**config.mk**
```make
export PLATFORM = sky130hd
export DESIGN_NAME = register_file_sb
export DESIGN_NICKNAME = d
export VERILOG_FILES = /design/src/rtl/register_file_sb.sv
export SDC_FILE = /design/constraint.sdc
export NUM_CORES = 1
export LEC_CHECK = 0
export ABC_AREA = 0
export BUFFER_PORTS_ARGS = -buffer_cell sky130_fd_sc_hd__buf_2
export CORE_MARGIN = 3
export CORE_UTILIZATION = 40
export CTS_CLUSTER_DIAMETER = 150
export DETAILED_ROUTE_END_ITERATION = 10
export REMOVE_ABC_BUFFERS = 1
export SYNTH_ARGS = -nofsm -noshare
export SYNTH_HDL_FRONTEND = slang
export SYNTH_SLANG_ARGS = --single-unit
```
**constraint.sdc**
```tcl
create_clock -name clk -period 2.75 [get_ports clk]
set_input_delay 0.825 -clock clk [delete_from_list [all_inputs] [get_ports clk]]
set_output_delay 0.825 -clock clk [all_outputs]
set_load 0.05 [all_outputs]
```
**src/rtl/register_file_sb.sv**
```systemverilog
// N x W register file: two async read ports, one sync write port, per-register busy scoreboard.
// Optional macro REGFILE_BYPASS_EN forwards same-cycle write data/busy-clear to the read ports.
module register_file_sb #(
    parameter  int DATA_W   = 16,
    parameter  int NUM_REGS = 4,
    parameter  int ZERO_REG = 0,
    localparam int ADDR_W   = $clog2(NUM_REGS),
    localparam int CNT_W    = ADDR_W + 1
) (
    input  logic              clk,
    input  logic              reset,
    input  logic [ADDR_W-1:0] reg1,
    input  logic [ADDR_W-1:0] reg2,
    output logic [DATA_W-1:0] data1,
    output logic [DATA_W-1:0] data2,
    output logic              busy1,
    output logic              busy2,
    input  logic              write,
    input  logic [ADDR_W-1:0] write_reg,
    input  logic [DATA_W-1:0] write_data,
    input  logic              reserve,
    input  logic [ADDR_W-1:0] rsv_reg,
    output logic [CNT_W-1:0]  busy_cnt
);

    logic [DATA_W-1:0]   regs [NUM_REGS];
    logic [NUM_REGS-1:0] busy;
    logic [NUM_REGS-1:0] busy_nxt;
    logic [NUM_REGS-1:0] wr_sel;
    logic [NUM_REGS-1:0] rsv_sel;
    logic [CNT_W-1:0]    cnt_nxt;

    // Per-register decode; out-of-range and hardwired-zero addresses never select anything.
    always_comb begin
        wr_sel  = '0;
        rsv_sel = '0;
        for (int unsigned i = 0; i < NUM_REGS; i++) begin
            if (!((ZERO_REG != 0) && (i == 0))) begin
                wr_sel[i]  = write   && (write_reg == ADDR_W'(i));
                rsv_sel[i] = reserve && (rsv_reg   == ADDR_W'(i));
            end
        end
    end

    // Reserve is applied after the write clear so a new producer wins on the same register.
    always_comb begin
        busy_nxt = busy;
        cnt_nxt  = '0;
        for (int unsigned i = 0; i < NUM_REGS; i++) begin
            if (wr_sel[i])  busy_nxt[i] = 1'b0;
            if (rsv_sel[i]) busy_nxt[i] = 1'b1;
        end
        for (int unsigned i = 0; i < NUM_REGS; i++) begin
            cnt_nxt = cnt_nxt + CNT_W'(busy_nxt[i]);
        end
    end

    always_ff @(posedge clk or negedge reset) begin
        if (!reset) begin
            for (int unsigned i = 0; i < NUM_REGS; i++) begin
                regs[i] <= '0;
            end
            busy     <= '0;
            busy_cnt <= '0;
        end else begin
            for (int unsigned i = 0; i < NUM_REGS; i++) begin
                if (wr_sel[i]) regs[i] <= write_data;
            end
            busy     <= busy_nxt;
            busy_cnt <= cnt_nxt;
        end
    end

    always_comb begin
        data1 = '0;
        data2 = '0;
        busy1 = 1'b0;
        busy2 = 1'b0;
        for (int unsigned i = 0; i < NUM_REGS; i++) begin
            if (!((ZERO_REG != 0) && (i == 0))) begin
                if (reg1 == ADDR_W'(i)) begin
                    data1 = regs[i];
                    busy1 = busy[i];
`ifdef REGFILE_BYPASS_EN
                    if (reset && wr_sel[i]) begin
                        data1 = write_data;
                        busy1 = 1'b0;
                    end
`endif
                end
                if (reg2 == ADDR_W'(i)) begin
                    data2 = regs[i];
                    busy2 = busy[i];
`ifdef REGFILE_BYPASS_EN
                    if (reset && wr_sel[i]) begin
                        data2 = write_data;
                        busy2 = 1'b0;
                    end
`endif
                end
            end
        end
    end

endmodule

```
After elaboration in Yosys (flattened, before gate mapping). Index checks and enable logic that the tools add are counted.

ROM bits: 0. Memories: 0. Bits in registers: 71. Bits in latches: 0. Memory bits (writable): 0. Word-level logic and storage cells: 57.

Muxes and demuxes: 24. Divide/modulo/power cells: 0. Shifts and indexed selects: 0. Reduce and logical (&&, ||, !) cells: 12. $mul: 0. Bitwise operators: 0. $add $sub $neg: 3. Magnitude comparators: 0. Eq/ne operators: 12.

Operators with widths (number): two-way mux 16 bit (8); == test 2 bit, second input constant (8); two-way mux 1 bit (16); == test 2 x 1 -> 1 bit, second input constant (4); logical AND 1 bit (8); zero test 2 bit (4); adder 2 x 1 -> 3 bit (1); adder 3 x 1 -> 3 bit (1); adder 1 x 1 -> 2 bit (1).

Depth between registers and ports, before layout.
Depth after elaboration: 7. Depth in mapped cells: 6. Mapped depth without buffers: 5.

Worst setup path after synthesis. OpenSTA, ideal clock, no wires.

Kind: input -> output. Start: input port reg1[0]. End: output port data1[10]. Path slack: -47 ps. Cell stages on the path: 3. Arrival time: 1972 ps. Data required time: 1925 ps. Path through: buf_2 -> buf_4 -> mux4_2.

Longest elaborated chain between the ends: 5. Elaborated cells on any way between the ends: 8. Those cells by class: 3 x eq/ne; 4 x mux; 1 x reduce/logical.

Ends and longest elaborated chain: from (decl) (line 12) `input logic [ADDR_W-1:0] reg1,`; zero test 2 bit (line 81) `if (reg1 == ADDR_W'(i)) begin`; two-way mux 16 bit (3 in a row) (line 81); two-way mux 16 bit (*) (line 81); to (decl) (line 14) `output logic [DATA_W-1:0] data1,`.

Mark *: on every way between the ends. The rest lies on a longest branch, timed or not.

Worst setup path after layout.
Start: input port reg2[0]. End: output port data2[6].

Longest elaborated chain between the ends: 5. Elaborated cells on any way between the ends: 8. Those cells by class: 3 x eq/ne; 4 x mux; 1 x reduce/logical.

Ends and longest elaborated chain: from (decl) (line 13) `input logic [ADDR_W-1:0] reg2,`; zero test 2 bit (line 91) `if (reg2 == ADDR_W'(i)) begin`; two-way mux 16 bit (3 in a row) (line 91); two-way mux 16 bit (*) (line 91); to (decl) (line 15) `output logic [DATA_W-1:0] data2,`.

Marks and branches as above.

==> impl_metrics.json <==
{
  "status": "completed",
  "arrival_ns": 1.87,
  "final_cell_mix": "dfrtp_1, mux2_2, buf_2",
  "multiInputGateArea_sq_um": 1620,
  "tritoncts": "yes",
  "mappedNetlistArea_sq_um": 3490,
  "powerDensity_nw_per_um2": 818,
  "cts-resized-gates": 0,
  "p_leak_nw": 1.83,
  "coreArea_sq_um": 8340,
  "port-buffer-count": 64,
  "die_h_um": 99.4,
  "drt_iter0_drc": 72,
  "clock.fmax_ghz": 0.372,
  "grt_first_pass_wirelength_um": 12000,
  "num_rows": 33,
  "hold_buffers": 0,
  "grt_max_degree": 72,
  "drive_gt1_share_pct": 70.1,
  "nets": 300,
  "max_slew_margin_pct": 74.3,
  "path_cells": "buf_2 -> buf_12 -> mux4_2 -> buf_2",
  "min_period_over_period_pct": 97.9,
  "pre_cts_ws_ns": 0.0503,
  "hold_viol_final": 0,
  "die-area_sq_um": 9870,
  "wl_per_cell_um": 19.5,
  "drt-total-wl_um": 7390,
  "num_io_pins": 65,
  "critical_path_class": "in -> out",
  "fillers": 714,
  "crit_top_cell": "buf_2",
  "synthesis.instances": 195,
  "clock_skew_ns": 0.00173,
  "tightestPinTransition_ns": 0.385,
  "critPathRequiredTime_ns": 1.93,
  "gr-total-overflow": 0,
  "end_kind": "output pin",
  "vias": 2052,
  "root_buffer": "clkbuf_8",
  "setup_violations": 0,
  "finalSetupTns_ns": 0,
  "slowest_stage": "mux4_2",
  "hpwl_um": 4920,
  "regArea_sq_um": 1780,
  "syn_area_per_cell_sq_um": 17.9,
  "crit_fanout": 12,
  "drtPass1Iterations": 4,
  "setup.worst_path.start_class": "primary input",
  "dieWidth_um": 99.4,
  "cp_top_family": "multiplexers",
  "clk_path_buf_depth": 2,
  "hp-class": "in -> async",
  "ys_types": 18,
  "path_clk_slew_ns": 0.07,
  "post-route-drc-count": 0,
  "area_growth_pct": 20.9,
  "ir_worst_vdd_v": 0.000485,
  "clock-sinks": 71,
  "initial_utilization_pct": 41.8,
  "synth_seq_cells": 71,
  "cts_buffers": 9,
  "clk_latency_ns": 0.34,
  "rsz0062_at_grt": "false",
  "grt_usage_pct": 16.2,
  "drv_slew": 0,
  "p_total_mw": 3.45,
  "critPathMaxStageDelay_ns": 0.52,
  "cap_viol_max_count": 0,
  "diodes": 0,
  "grt_antenna_before_repair": 0,
  "period_needed_ns": 2.69,
  "gp_congestion": 0.769,
  "yosysWarnings": 0,
  "htree_levels": 3,
  "cp_num_buf_inv": 3,
  "final_common_cell": "dfrtp_1",
  "yosysSeqAreaShare_pct": 51.0,
  "grt_pass1_vias": 2209,
  "cts_setup_buffers": 0,
  "avgViaCountPerCell": 5.41,
  "ant_nets": 0,
  "setup_ws_ns": 0.0588
}
final timing paths:
kind / start / end / slack [ns] / depth (start not counted)
worst max-delay path: reg2[0] / data2[6] / 0.06 / 4
worst min-delay path: reset / regs[0] / 0.49 / 2
worst max register to register: busy[3] / busy_cnt[1] / 1.05 / 4
worst min register to register: regs[18] / regs[18] / 0.53 / 1
max in group asynchronous: reset / regs[49] / 1.95 / 2
min in group clk: regs[18] / regs[18] / 0.53 / 1
cells in the mapped netlist:
library cell	count	area [sq um]
mux4_2	34	766
buf_2	3	15.0
buf_4	3	22.5
mux2_2	64	721
dfrtp_1	71	1780
nor3b_4	1	18.8
a32o_1	2	20.0
buf_6	2	22.5
inv_1	2	7.51
o22ai_1	1	6.26
nand3_2	1	10.0
fa_1	1	20.0
ha_1	2	25.0
nand2b_1	1	6.26
clkbuf_2	2	10.0
nand3b_2	2	22.5
o2bb2ai_1	1	8.76
buf_1	2	7.51
metal layers:
layer / routed length (um) / vias to the layer above / track usage, %
met5: 0 / - / 0
met4: 95 / 0 / 5.04
met3: 420 / 8 / 5.33
met2: 3460 / 57 / 24.2
met1: 3420 / 1074 / 22.6
li1: - / 913 / -
layout make-up:
cell class	count	area share, %
Sequential cell	71	42.2
Inverter	2	0.178
Tap cell	105	3.12
Clock inverter	3	0.950
Timing Repair Buffer	75	11.0
Clock buffer	13	4.01
Multi-Input combinational cell	110	38.5
registers in the layout (all words and copies together) (netlist names):
| register | flops |
|---|---|
| busy_cnt | 3 |
| regs | 64 |
| busy | 4 |
kinds of logic (layout without fill, tap and decap cells):
kind of cell / after synthesis / after routing / share of synthesized area, %
flip-flops: 71 / 71 / 51.0
adder cells (fa/ha/maj): 3 / 3 / 1.29
buffers and inverters: 14 / 93 / 2.44
multiplexers: 98 / 98 / 42.6
AND/OR/NAND/NOR: 5 / 5 / 1.65
AO/OA/AOI/OAI: 4 / 4 / 1.01
power breakdown:
group / internal, mW / switching [mW] / leakage [nW] / total (mW)
Sequential: 1.25 / 0.133 / 0.840 / 1.38
Clock: 0.491 / 0.377 / 0.109 / 0.868
Combinational: 0.457 / 0.737 / 0.883 / 1.19
Total: 2.20 / 1.25 / 1.83 / 3.45
through the flow:
step                utilization, %  cell area [sq um]  hold WS, ns  instances
global route                  50.5               4210        0.503        379
CTS                           50.5               4210        0.512        379
global placement              48.0               4010        0.499        363
detailed placement            48.0               4010        0.511        363
finish                        50.5               4210        0.488        379
floorplan                        -               3410        0.491        183
No activity file was read; power rests on OpenSTA's default activity.
